==> src/rtl/led_pkg.sv <==
// Shared mode codes and small types for the tug-of-war LED bank driver.
package led_pkg;

  localparam int MODE_W = 3;

  localparam logic [MODE_W-1:0] LED_ALL   = 3'd0;
  localparam logic [MODE_W-1:0] LED_NONE  = 3'd1;
  localparam logic [MODE_W-1:0] LED_BLINK = 3'd2;
  localparam logic [MODE_W-1:0] LED_SCORE = 3'd3;
  localparam logic [MODE_W-1:0] LED_CHASE = 3'd4;
  localparam logic [MODE_W-1:0] LED_FLASH = 3'd5;

  typedef enum logic {
    DIR_UP   = 1'b0,
    DIR_DOWN = 1'b1
  } dir_e;

endpackage

==> src/rtl/led_display_ctrl_tick_gen.sv <==
// Animation frame prescaler: tick on the last cycle of each TICK_DIV-cycle frame.
module tick_gen #(
  parameter int TICK_DIV = 2500000
) (
  input  logic clk,
  input  logic rst,
  input  logic clear,
  output logic tick
);

  localparam int CW = (TICK_DIV > 1) ? $clog2(TICK_DIV) : 1;
  localparam logic [CW-1:0] LAST = CW'(TICK_DIV - 1);

  logic [CW-1:0] cnt_q, cnt_d;

  // clear wins over the wrap so a restarted frame gets its full length.
  always_comb begin
    tick  = (cnt_q == LAST) && !clear;
    cnt_d = cnt_q + 1'b1;
    if (clear || (cnt_q == LAST)) cnt_d = '0;
  end

  always_ff @(posedge clk) begin
    if (rst) cnt_q <= '0;
    else     cnt_q <= cnt_d;
  end

endmodule

==> src/rtl/led_display_ctrl.sv <==
// Registered LED bank driver: static modes plus tick-paced blink, chase and flash animations.
module led_display_ctrl
  import led_pkg::*;
#(
  parameter int NUM_LEDS    = 7,
  parameter int TICK_DIV    = 2500000,
  parameter int FLASH_COUNT = 3
) (
  input  logic                clk,
  input  logic                rst,
  input  logic [MODE_W-1:0]   mode,
  input  logic [NUM_LEDS-1:0] score,
  output logic [NUM_LEDS-1:0] leds_out,
  output logic                flash_done
);

  localparam int PW = $clog2(NUM_LEDS);
  localparam int FW = $clog2(2 * FLASH_COUNT) + 1;
  localparam logic [PW-1:0] POS_LAST   = PW'(NUM_LEDS - 1);
  localparam logic [FW-1:0] FLASH_LAST = FW'(2 * FLASH_COUNT - 1);

  logic [MODE_W-1:0]   mode_q, mode_d;
  logic                phase_q, phase_d;
  logic [PW-1:0]       pos_q, pos_d;
  dir_e                dir_q, dir_d;
  logic [FW-1:0]       fcnt_q, fcnt_d;
  logic                fin_q, fin_d;
  logic [NUM_LEDS-1:0] leds_q, leds_d;
  logic                done_q, done_d;
  logic                restart;
  logic                tick;

  assign restart = (mode != mode_q);

  tick_gen #(.TICK_DIV(TICK_DIV)) u_tick_gen (
    .clk   (clk),
    .rst   (rst),
    .clear (restart),
    .tick  (tick)
  );

  always_comb begin
    mode_d  = mode;
    phase_d = phase_q;
    pos_d   = pos_q;
    dir_d   = dir_q;
    fcnt_d  = fcnt_q;
    fin_d   = fin_q;
    done_d  = 1'b0;
    leds_d  = '0;

    if (restart) begin
      phase_d = 1'b0;
      pos_d   = '0;
      dir_d   = DIR_UP;
      fcnt_d  = '0;
      fin_d   = 1'b0;
    end else if (tick) begin
      case (mode)
        LED_BLINK: phase_d = ~phase_q;
        LED_CHASE: begin
          pos_d = (dir_q == DIR_UP) ? pos_q + 1'b1 : pos_q - 1'b1;
          // Turn around on arrival so the end LED is shown for one frame only.
          if (pos_d == POS_LAST)  dir_d = DIR_DOWN;
          else if (pos_d == '0)   dir_d = DIR_UP;
        end
        LED_FLASH: begin
          if (!fin_q) begin
            if (fcnt_q == FLASH_LAST) begin
              fin_d  = 1'b1;
              done_d = 1'b1;
            end else begin
              fcnt_d = fcnt_q + 1'b1;
            end
          end
        end
        default: ;
      endcase
    end

    // Frame is built from the next state so a new frame appears with its tick.
    case (mode)
      LED_ALL:   leds_d = '1;
      LED_SCORE: leds_d = score;
      LED_BLINK: leds_d = phase_d ? '0 : score;
      LED_CHASE: leds_d = NUM_LEDS'(1) << pos_d;
      LED_FLASH: leds_d = (fin_d || fcnt_d[0]) ? '0 : '1;
      default:   leds_d = '0;
    endcase
  end

  always_ff @(posedge clk) begin
    if (rst) begin
      mode_q  <= LED_NONE;
      phase_q <= 1'b0;
      pos_q   <= '0;
      dir_q   <= DIR_UP;
      fcnt_q  <= '0;
      fin_q   <= 1'b0;
      leds_q  <= '0;
      done_q  <= 1'b0;
    end else begin
      mode_q  <= mode_d;
      phase_q <= phase_d;
      pos_q   <= pos_d;
      dir_q   <= dir_d;
      fcnt_q  <= fcnt_d;
      fin_q   <= fin_d;
      leds_q  <= leds_d;
      done_q  <= done_d;
    end
  end

  assign leds_out   = leds_q;
  assign flash_done = done_q;

endmodule

==> config.mk <==
export PLATFORM = sky130hd
export DESIGN_NAME = led_display_ctrl
export DESIGN_NICKNAME = d
export VERILOG_FILES = /design/src/rtl/led_pkg.sv /design/src/rtl/led_display_ctrl_tick_gen.sv /design/src/rtl/led_display_ctrl.sv
export SDC_FILE = /design/constraint.sdc
export NUM_CORES = 1
export LEC_CHECK = 0
export ABC_AREA = 1
export CAP_MARGIN = 10
export CORE_AREA = 2 2 67 133
export CTS_CLUSTER_DIAMETER = 50
export CTS_CLUSTER_SIZE = 28
export DETAILED_ROUTE_END_ITERATION = 12
export DIE_AREA = 0 0 69 135
export GPL_ROUTABILITY_DRIVEN = 0
export PLACE_DENSITY = 0.43
export SLEW_MARGIN = 10
export SYNTH_ARGS = -nofsm -noshare
export SYNTH_HDL_FRONTEND = slang
export SYNTH_SLANG_ARGS = --single-unit
==> constraint.sdc <==
create_clock -name clk -period 2.5 [get_ports clk]
set_input_delay 0.25 -clock clk [delete_from_list [all_inputs] [get_ports clk]]
set_output_delay 0.25 -clock clk [all_outputs]
set_load 0.02 [all_outputs]
Word-level counts from Yosys, hierarchy flattened:

Cells that the tools add are included.

* reductions and logical operators: 12
* equality and inequality tests: 8
* muxes and demuxes: 22
* shift operators: 1
* $add $sub $neg: 4
* bitwise logic cells: 5

Operator list (number)
* $pmux 7 s5: 1
* $add 22x1->22 const B: 1
* $eq 22x22->1 const B: 1
* $mux 1: 15
* $mux 7: 2
* $mux 3: 4
* $eq 3x3->1 const B: 3
* $shl 1x3->7 const A: 1
* $eq 3x2->1 const B: 2
* $logic_not 3->1: 2
* $not 1->1: 5
* $reduce_or 5->1: 1
* $add 4x1->4 const B: 1
* $eq 4x3->1 const B: 1
* $reduce_and 4->1: 1
* $reduce_or 2->1: 2
* $add 3x1->3 const B: 1
* $ne 3x3->1: 1
* $reduce_and 3->1: 1
* $sub 3x1->3 const B: 1
* $logic_or 1x1->1: 2
* $reduce_bool 2->1: 1
* $logic_and 1x1->1: 1
* $logic_not 1->1: 1

* output and inout port bits: 8
* bits in registers: 43
* word-level logic and storage cells: 62
* input port bits: 12

Logic depth before layout (Yosys ltp):

Gate-level depths: netlist (run 1).

* depth in word-level cells: 9
* gate-level depth with buffers: 16
* depth with buffers taken out: 16

Modules after synthesis:

From an unflattened synthesis (run 1), not the netlist that was laid out.

* cell total of the unflattened synthesis: 348
* area, all modules: 2381.0 um2

Modules (own cells, without submodules)
* led_display_ctrl: area an instance 1191.1 um2, cells each 174, times used 1
* tick_gen: area an instance 1189.9 um2, cells each 174, times used 1

Worst setup path after synthesis (run 1):

No wires, ideal clock.

* path type: register to register
* start point: register pos_q[0]
* end point: register leds_q[1] (netlist: leds_out[1])
* cell stages (with the launch flop): 14
* setup slack: 0.759 ns
* library setup time: 0.128 ns
* arrival: 1.613 ns
* clock period less this slack: 1.741 ns
* data required time: 2.372 ns
* path through: dfxtp_1 -> fa_1 -> inv_1 -> nand2_1 -> nand3_1 -> nand2_1 -> inv_1 -> nand4_1 -> nand3_1 -> clkinv_1 -> nand2_1 -> nand2_1 -> nor2_1 -> nor2_1

* cells in the longest elaborated chain, start to end: 7
* elaborated cells on any way between the ends: 8
* classes of those cells: 2 x add/sub; 1 x shift; 5 x mux

Ends and longest elaborated chain
* from (decl): RTL line led_display_ctrl.sv:24 `logic [PW-1:0] pos_q, pos_d;`
* from (signal assigned): RTL line led_display_ctrl.sv:105 `pos_q <= pos_d;`
* $add 3x1->3 / $sub 3x1->3 (equally long branches): RTL line led_display_ctrl.sv:62 `pos_d = (dir_q == DIR_UP) ? pos_q + 1'b1 : pos_q - 1'b1;`
* $mux 3: RTL line led_display_ctrl.sv:62
* $mux 3: RTL line led_display_ctrl.sv:59 `case (mode)`
* $mux 3 *: RTL line led_display_ctrl.sv:58 `end else if (tick) begin`
* $mux 3 *: RTL line led_display_ctrl.sv:52 `if (restart) begin`
* $shl 1x3->7 *: RTL line led_display_ctrl.sv:86 `LED_CHASE: leds_d = NUM_LEDS'(1) << pos_d;`
* $pmux 7 s5 *: RTL line led_display_ctrl.sv:82 `case (mode)`
* to (signal assigned): RTL line led_display_ctrl.sv:109 `leds_q <= leds_d;`
* to (decl): RTL line led_display_ctrl.sv:28 `logic [NUM_LEDS-1:0] leds_q, leds_d;`

Mark *: on every way between the ends. The rest lies on a longest branch, timed or not.
A chain may end at the register's enable or synchronous reset.

Worst setup path in the final report (run 1):

* start point: register u_tick_gen.cnt_q[0]
* end point: register leds_q[4] (netlist: leds_out[4])

* cells in the longest elaborated chain, start to end: 7
* elaborated cells on any way between the ends: 15
* classes of those cells: 1 x eq/ne; 1 x shift; 11 x mux; 2 x reduce/logical

Ends and longest elaborated chain
* from (decl): RTL line led_display_ctrl_tick_gen.sv:14 `logic [CW-1:0] cnt_q, cnt_d;`
* from (signal assigned): RTL line led_display_ctrl_tick_gen.sv:25 `else cnt_q <= cnt_d;`
* $eq 22x22->1 *: RTL line led_display_ctrl_tick_gen.sv:18 `tick = (cnt_q == LAST) && !clear;`
* $logic_and 1x1->1 *: RTL line led_display_ctrl_tick_gen.sv:18
* $mux 1: RTL line led_display_ctrl.sv:58
* $mux 1: RTL line led_display_ctrl.sv:52
* $logic_or 1x1->1: RTL line led_display_ctrl.sv:87 `LED_FLASH: leds_d = (fin_d || fcnt_d[0]) ? '0 : '1;`
* $mux 7: RTL line led_display_ctrl.sv:87
* $pmux 7 s5 *: RTL line led_display_ctrl.sv:82

Marked as above.

==> results.toml, run 1 <==
[status]
status = "finished clean"

[pwr]
peakVddDrop_uv = 279
powerDensity_nw_per_um2 = 502
totalPowerFinal_mw = 1.46
cellLeakagePower_nw = 1.18

[yosys]
synth_edf_count = 0
yosysMostFrequentCell = "nand2_1"
syn_inst = 363
synth.yosys.seq_area_share_pct = 35.2
synth.largest_area_cell = "dfxtp_1"
ys_top_cells_by_count = "86 x nand2_1, 58 x nor2_1, 45 x inv_1"
async_reset_ff_share_pct = 0
syn-num-nets = 382
ys_types = 37
syn_area_sq_um = 2440
syn_area_per_cell_sq_um = 6.73
ys_ff_latch = 43
yosys_warnings = 0
yosys.area.top_type_share_pct = 35.2
synthTopCellsByArea = "dfxtp_1 35%, nand2_1 13%, nor2_1 8.9%, inv_1 6.9%, nand3_1 6.3%"
synth-main-ff-cell = "dfxtp_1"

[cells_and_area]
fillers = 940
drive_above_1_share_pct = 10.2
finalNetCount = 410
final_util_pct = 35.4
multi_input_area_sq_um = 1370
fin_area_sq_um = 2910
syn_to_final_growth_pct = 19.2
seqCellArea_sq_um = 861
stdcell_count = 490
diodes = 0

[timing]
fmax_mhz = 486
finalCritPeriodShare_pct = 82.3
final-max-slew-violation-count = 0
tns_ps = 0
finalHoldViolCount = 0
whs_ps = 467
setup_viol = 0
finalClockSkew_ps = 7.95
slew_headroom_pct = 76.6
timing.final.ws_setup_ps = 443
period_minus_slack_ps = 2060
tightest_slew_ps = 350
rsz0062_at_grt = "false"

[setup_path]
max_stage_delay_ps = 360
crit_required_ps = 2680
worst_path_most_repeated_cell = "nor2_1"
crit_fanout = 7
endpoint_kind = "flip-flop"
arrival_ps = 2240
crit_path_top_delay_cell = "dfxtp_1"
critPathLaunchType = "flip-flop"
crit_chain = "ha_1, nand2_2, nor2_4, nand2_1, nor2_1, nand3_1, nand2_1, nand4_1, nand3_1, o21ai_0, nor2_1, nor2_1"
critical_path_class = "reg2reg"

[drt]
via_count = 2295
drt-total-wl_um = 6580
detail-route-antenna-nets = 0
wl_per_cell_um = 13.4
drt_iter0_drc = 107
vias_per_cell = 4.68
drt-pass1-iter-count = 4
drc = 0

[run]
drv_cap = 0

[floorplanning]
initial_utilization_pct = 29.7
die_x_um = 69
die_h_um = 135
die-area_sq_um = 9320
core_sq_um = 8230
rows = 47
num_io_pins = 20

[place]
port_buffers = 19
dp_slack_ps = 251
dp.cells = 482
dp_hpwl_um = 5370
place_area_sq_um = 2780

[global_routing]
grt_pass1_vias = 2387
grt_max_degree = 17
antenna_found_initial = 0
grt_first_pass_wirelength_um = 11000
grt-ovfl-total = 0
grt_usage_pct = 15.2

[clocking]
insertion_delay_ps = 290
cts_max_level = 2
cts_tree = "yes"
clk_pin_slew_ps = 60
cts-root-buf = "clkbuf_16"
holdBufCountCts = 0
post_cts_buffers = 0
clockBufferDepth = 2
cts_resized = 0
numCtsBuffers = 5
cts_sinks = 43

[hold_path]
hold_path.class = "reg2reg"
==> critical path, delay by kind of cell (launching register included) <==
| family | cells | cell delay, ps |
|---|---|---|
| AOI/OAI and AO/OA | 1 | 110 |
| adders and majority gates | 1 | 200 |
| and+or+nand+nor | 10 | 1250 |
| DFF | 1 | 360 |
==> sequential cells by signal, indices dropped and copies added (netlist names) <==
register	flops
phase_q	1
leds_out	7
u_tick_gen.cnt_q	22
dir_q	1
fin_q	1
pos_q	3
flash_done	1
mode_q	3
fcnt_q	4
==> cells in the final DEF, fill, tap and decap left out, drive strengths merged <==
cell / Yosys / routed
a211oi: 2 / 2
a21o: 1 / 1
a21oi: 14 / 14
a221oi: 1 / 1
a31oi: 3 / 3
and3: 1 / 1
and3b: 1 / 1
buf: 2 / 6
clkbuf: 2 / 7
clkdlybuf4s50: 0 / 19
clkinv: 1 / 2
dfxtp: 43 / 43
fa: 1 / 1
ha: 6 / 6
inv: 50 / 50
nand2: 88 / 88
nand3: 33 / 33
nand4: 9 / 9
nor2: 71 / 71
nor3: 9 / 9
nor3b: 4 / 4
nor4: 1 / 1
o21a: 1 / 1
o21ai: 10 / 10
or2: 1 / 1
or3: 1 / 1
xnor2: 3 / 3
xor2: 4 / 4
==> report_power, final <==
group	internal [mW]	switching [mW]
registers	0.696	0.00379
clock network	0.370	0.275
logic	0.0503	0.0671
==> cell families (layout without fill, tap and decap cells) <==
family	count (synthesis)	in the layout	share of synthesized area [%]
buf+inv	55	84	8.91
xor+xnor	7	7	2.51
flops	43	43	35.2
compound gates	32	32	7.27
simple gates	219	219	42.2
fa+ha+maj	7	7	3.89
==> path summary, 6_finish.rpt <==
check                                               startpoint                        endpoint  slack (ps)  cells past startpoint
worst min register to register  u_tick_gen.cnt_q[0]$_SDFF_PP0_  u_tick_gen.cnt_q[0]$_SDFF_PP0_         470                      1
worst max register to register  u_tick_gen.cnt_q[0]$_SDFF_PP0_          leds_out[4]$_SDFF_PP0_         440                     12
worst max-delay path            u_tick_gen.cnt_q[0]$_SDFF_PP0_          leds_out[4]$_SDFF_PP0_         440                     12
worst min-delay path            u_tick_gen.cnt_q[0]$_SDFF_PP0_  u_tick_gen.cnt_q[0]$_SDFF_PP0_         470                      1
==> layer usage <==
layer  track usage, %  vias up  part of all wire (%)
met5                0        -                     0
met4             6.64        0                   2.3
met3             2.39        8                   2.4
met2             33.7       34                    63
met1             12.1     1042                    32
li1                 -     1211                     -
==> area by class of cell <==
type / count / area share (%)
inverter: 51 / 6.57
clock buffer: 7 / 4.55
timing repair buffer: 25 / 8.08
sequential: 43 / 29.6
multi-input combinational: 265 / 46.9
tap: 98 / 4.21
clock inverter: 1 / 0.172
Note: power is estimated with default switching activity, not from simulation.
==> run 2, diff against run 1 <==
--- a/config.mk
+++ b/config.mk
@@ -13,7 +13,7 @@
 export DETAILED_ROUTE_END_ITERATION = 12
 export DIE_AREA = 0 0 69 135
 export GPL_ROUTABILITY_DRIVEN = 0
-export PLACE_DENSITY = 0.43
+export PLACE_DENSITY = 0.45
 export SLEW_MARGIN = 10
 export SYNTH_ARGS = -nofsm -noshare
 export SYNTH_HDL_FRONTEND = slang
==> constraint.sdc (replaced) <==
create_clock -name clk -period 1.7 [get_ports clk]
set_input_delay 0.17 -clock clk [delete_from_list [all_inputs] [get_ports clk]]
set_output_delay 0.17 -clock clk [all_outputs]
set_load 0.02 [all_outputs]
==> run 2 against run 1 <==
Net effect: the flow now finishes with violations (setup timing); clock-buffer cell count fell by 2; cell count rose by 16%; critical endpoint is now u_tick_gen.cnt_q[20]$_SDFF_PP0_; clock skew rose by 1.3 ps; register-to-register slack got worse by 510 ps; maximum frequency rose by 16%; clock power rose by 74%; highest routed layer unchanged; largest cell class unchanged; die area did not move; combinational power rose by 96%; setup slack got worse by 510 ps; routed wire length rose by 12%; total power rose by 62%.
==> results.toml, run 2 (synthesized netlist as in run 1, its figures left out) <==
[clocking]
cts-root-buf = "clkbuf_16"
clockBufferDepth = 2
insertion_delay_ps = 290
numCtsBuffers = 5
cts_tree = "yes"
clk_pin_slew_ps = 70
cts_sinks = 43
holdBufCountCts = 0
cts_max_level = 2

[drt]
wl_per_cell_um = 13.0
drt-pass1-iter-count = 4
detail-route-antenna-nets = 0
vias_per_cell = 4.67
drt_iter0_drc = 82
drc = 0
drt-total-wl_um = 7360
via_count = 2652

[global_routing]
grt-ovfl-total = 0
use_met1_pct = 14.0
grt_pass1_vias = 2722
grt_max_degree = 17
antenna_found_initial = 0
grt.busiest_layer = "met2"
met2_usage_pct = 35.5
grt_util_met3_pct = 2.01
grt_usage_pct = 16.5
grt_first_pass_wirelength_um = 12100

[status]
status = "complete, but fails checks"
violations = "setup timing"

[cells_and_area]
fin_area_sq_um = 4000
diodes = 0
finalNetCount = 488
layout_common_cells = "71 x buf_4, 67 x nand2_1, 47 x nor2_1"
largest_register_ffs = 22
largest-register = "u_tick_gen.cnt_q"
syn_to_final_growth_pct = 63.8
drive_above_1_share_pct = 43.8
fillers = 849
layout_commonest_cell = "buf_4"

[timing]
rsz0062_at_grt = "true"
finalHoldViolCount = 0
slew_headroom_pct = 71.3
setup_viol = 11
fmax_mhz = 566
finalClockSkew_ps = 9.22
timing.final.ws_setup_ps = -67.2
finalCritPeriodShare_pct = 104
period_minus_slack_ps = 1770
whs_ps = 256
tightest_slew_ps = 429
final-max-slew-violation-count = 0
tns_ps = -470

[run]
drv_cap = 0

[setup_path]
crit_fanout = 3
endpoint_kind = "flip-flop"
critPathLaunchType = "flip-flop"
crit_required_ps = 1910
critical_path_class = "reg2reg"
arrival_ps = 1980

[floorplanning]
core_sq_um = 8230
die-area_sq_um = 9320
die_x_um = 69
initial_utilization_pct = 29.7
rows = 47
num_io_pins = 20
die_h_um = 135

[pwr]
powerDensity_nw_per_um2 = 593
peakVddDrop_uv = 438
cellLeakagePower_nw = 1.70

[place]
port_buffers = 19
place_area_sq_um = 3260
dp_hpwl_um = 5690

[hold_path]
hold_path.class = "in2reg"
==> run 2: cell types whose count changed in the layout (fill, tap and decap cells not counted), moves of 6 or more <==
cell	delta
buf_4	+65
buf_6	+12
dfxtp_1	-9
dfxtp_2	+7
inv_1	-6
nand2_1	-19
nand2_2	+13
nand2_4	+6
nand3_1	-18
nand3_2	+14
nor2_1	-11
nor2_4	+9
o21ai_0	-9
==> run 2: routing by layer <==
metal	vias to the layer above	share of wire, %
met5	-	0
met4	0	3.3
met3	17	2.1
met2	44	62
met1	1225	32
li1	1366	-
==> run 2: worst paths after layout <==
path | from | endpoint | slack (ps) | cells past startpoint
setup reg to reg | u_tick_gen.cnt_q[0]$_SDFF_PP0_ | u_tick_gen.cnt_q[20]$_SDFF_PP0_ | -70 | 10
hold reg to reg | fcnt_q[1]$_SDFFE_PP0P_ | fcnt_q[1]$_SDFFE_PP0P_ | 470 | 2
hold / removal | mode[0] | mode_q[0]$_SDFF_PP1_ | 260 | 3
setup / recovery | u_tick_gen.cnt_q[0]$_SDFF_PP0_ | u_tick_gen.cnt_q[20]$_SDFF_PP0_ | -70 | 10
==> run 2: timing repair <==
action	4_1_cts	5_1_grt
cloned	0	1
setup endpoints to repair	34	32
pin swaps	26	33
setup buffers	7	7
resized for setup	62	76
==> run 2: cell type report <==
| class | instances | area [sq um] | share of cell area (%) |
|---|---|---|---|
| tap | 98 | 123 | 3.06 |
| clock buffer | 5 | 125 | 3.13 |
| timing repair buffer | 102 | 863 | 21.6 |
| timing repair inverter | 1 | 5.00 | 0.125 |
| inverter | 51 | 205 | 5.13 |
| clock inverter | 3 | 43.8 | 1.09 |
| sequential | 43 | 877 | 21.9 |
| multi-input combinational | 265 | 1760 | 44.0 |
==> run 2: worst max-delay path, cell delays in order (launching register included) <==
cell and delay, ps:
dfxtp_2 350, ha_4 150, nand2_4 50, nor2_4 110, buf_6 130, nand4_1 180, nor3_4 210, nand2_2 140
inv_2 100, a31oi_1 70, nor3b_1 180
==> run 2: through the flow <==
step	total power [mW]	setup slack [ps]	utilization [%]	std cells
after CTS	2.40	-112	45.0	561
after floorplan	1.15	13.0	-	363
after detailed placement	1.25	-439	39.6	546
after global placement	1.25	-465	39.6	546
after global routing	2.47	-192	48.6	568
final	2.37	-67.2	48.6	568
==> run 2: report_power, final <==
part           switching (mW)  total [mW]  internal (mW)
Combinational           0.122       0.229          0.107
Clock                   0.423        1.12          0.693
Sequential            0.00671        1.03           1.02
Total                   0.551        2.37           1.82
==> run 3, diff against run 2 <==
--- a/config.mk
+++ b/config.mk
@@ -6,14 +6,13 @@
 export NUM_CORES = 1
 export LEC_CHECK = 0
 export ABC_AREA = 1
-export CAP_MARGIN = 10
-export CORE_AREA = 2 2 67 133
+export CORE_AREA = 2 2 56 111
 export CTS_CLUSTER_DIAMETER = 50
 export CTS_CLUSTER_SIZE = 28
 export DETAILED_ROUTE_END_ITERATION = 12
-export DIE_AREA = 0 0 69 135
+export DIE_AREA = 0 0 58 113
 export GPL_ROUTABILITY_DRIVEN = 0
-export PLACE_DENSITY = 0.45
+export PLACE_DENSITY = 0.61
 export SLEW_MARGIN = 10
 export SYNTH_ARGS = -nofsm -noshare
 export SYNTH_HDL_FRONTEND = slang
==> run 3 against run 2 <==
Net effect: hold slack improved by 150 ps; cell area fell by 0.97%; first-iteration DRC count increased by 35%; the run still ends with setup timing left; clock power is essentially flat; critical path depth is 4 higher; maximum frequency decreased by 3.7%; global-route usage increased by 8.7 points; die area shrank 30%; sequential cell count stayed put.
==> results.toml, run 3 (synthesized netlist as in run 1, its figures left out) <==
[status]
status = "complete, but fails checks"
violations = "setup timing"

[cells_and_area]
largest_register_ffs = 22
finalNetCount = 505
diodes = 0
syn_to_final_growth_pct = 62.2
fillers = 469
drive_above_1_share_pct = 40.5
layout_commonest_cell = "buf_4"
largest-register = "u_tick_gen.cnt_q"
layout_common_cells = "94 x buf_4, 72 x nand2_1, 49 x nor2_1"
stdcell_count = 547

[setup_path]
cp-endpoint = "leds_out[4]$_SDFF_PP0_"
rr_worst_depth = 14
crit_path_top_delay_cell = "dfxtp_2"
reg2reg_from = "u_tick_gen.cnt_q[0]$_SDFF_PP0_"
crit_fanout = 6
reg2reg_to = "leds_out[4]$_SDFF_PP0_"
crit_required_ps = 1930
critPathLaunchType = "flip-flop"
arrival_ps = 2070
crit_chain = "ha_4, nand2_4, nor2_4, nand3_2, nor2_4, nand2_2, nor2_4, nand2_2, nand3_2, nand3_2, nand2_4, buf_12, nor2_1, nor2_1"
critical_path_class = "reg2reg"
crit_path_start = "u_tick_gen.cnt_q[0]$_SDFF_PP0_"
max_stage_delay_ps = 350
reg2reg_slack_ps = -140
endpoint_kind = "flip-flop"

[place]
port_buffers = 19
dp_hpwl_um = 5520
dp.cells = 519
dp_slack_ps = -409

[floorplanning]
num_io_pins = 20
die_h_um = 113
initial_utilization_pct = 43.2
die_x_um = 58
core_sq_um = 5660
rows = 39
die-area_sq_um = 6550

[timing]
whs_ps = 403
timing.final.ws_setup_ps = -136
final-max-slew-violation-count = 0
slew_headroom_pct = 80.0
period_minus_slack_ps = 1840
tightest_slew_ps = 299
setup_viol = 19
fmax_mhz = 545
finalCritPeriodShare_pct = 108
rsz0062_at_grt = "true"
finalHoldViolCount = 0
finalClockSkew_ps = 6.61

[drt]
vias_per_cell = 5.08
wl_per_cell_um = 14.4
drc = 0
via_count = 2781
drt_iter0_drc = 111
drt-pass1-iter-count = 4
detail-route-antenna-nets = 0
drt-total-wl_um = 7870

[global_routing]
grt_first_pass_wirelength_um = 12700
grt-ovfl-total = 0
grt_pass1_vias = 3004
grt_usage_pct = 25.2
grt_max_degree = 17
antenna_found_initial = 0

[clocking]
insertion_delay_ps = 290
cts_tree = "yes"
cts_max_level = 2
holdBufCountCts = 0
clockBufferDepth = 2
cts-root-buf = "clkbuf_16"
cts_sinks = 43
numCtsBuffers = 5
clk_pin_slew_ps = 60

[pwr]
totalPowerFinal_mw = 2.36
powerDensity_nw_per_um2 = 595
peakVddDrop_uv = 790
cellLeakagePower_nw = 1.79

[run]
drv_cap = 0

[hold_path]
hold_path.class = "in2reg"
run 3: cell type report:
| type | instances | area (sq um) | area share, % |
|---|---|---|---|
| Sequential cell | 43 | 871 | 22.0 |
| Tap cell | 61 | 76.3 | 1.93 |
| Inverter | 51 | 200 | 5.05 |
| Clock buffer | 6 | 129 | 3.25 |
| Multi-Input combinational cell | 265 | 1650 | 41.7 |
| Timing Repair Buffer | 120 | 1000 | 25.3 |
| Clock inverter | 1 | 30.0 | 0.758 |
run 3: what timing repair did:
action | in CTS | in global routing
setup endpoints to repair | 31 | 34
pin swaps | 28 | 26
resized for setup | 42 | 50
setup buffers | 16 | 7
run 3: critical path: cells and delay by family (launching register included):
family,cells,cell delay (ps)
adders and majority gates,1,150
and+or+nand+nor,12,1140
buffers and inverters,1,110
DFF,1,350
run 3: power breakdown:
part	total (mW)	switching [mW]	leakage (nW)	internal (mW)
combinational	0.239	0.122	1.36	0.117
clock	1.09	0.402	0.0769	0.686
sequential	1.03	0.00595	0.353	1.02
total	2.36	0.530	1.79	1.83
run 3: how the worst min path moves through the flow:
| stage | start | slack (ps) | depth (start not counted) | endpoint |
|---|---|---|---|---|
| global route | mode[1] | 420 | 5 | mode_q[1]$_SDFF_PP0_ |
| detailed placement | u_tick_gen.cnt_q[11]$_SDFF_PP0_ | 460 | 2 | u_tick_gen.cnt_q[11]$_SDFF_PP0_ |
| global placement | fcnt_q[1]$_SDFFE_PP0P_ | 460 | 2 | fcnt_q[1]$_SDFFE_PP0P_ |
| finish | mode[1] | 400 | 5 | mode_q[1]$_SDFF_PP0_ |
| CTS | u_tick_gen.cnt_q[11]$_SDFF_PP0_ | 470 | 2 | u_tick_gen.cnt_q[11]$_SDFF_PP0_ |
| floorplan | mode[0] | 280 | 1 | mode_q[0]$_SDFF_PP1_ |
run 3: layer usage:
layer  GRT usage [%]  up-vias  share of wire, %  wire length [um]
met2            51.9       50                62              4900
li1                -     1407                 -                 -
met4            14.6        0               3.8               296
met1            19.9     1299                32              2490
met5               0        -                 0                 0
met3            4.69       25               2.2               173
run 3: per-stage QoR:
| stage | setup TNS [ps] | util [%] | area [sq um] |
|---|---|---|---|
| 2_1_floorplan | 0 | - | 2450 |
| 3_3_place_gp | -7770 | 58.5 | 3310 |
| 3_5_place_dp | -8290 | 58.5 | 3310 |
| 4_1_cts | -953 | 65.9 | 3730 |
| 5_1_grt | -4280 | 70.0 | 3960 |
| 6_report | -1450 | 70.0 | 3960 |
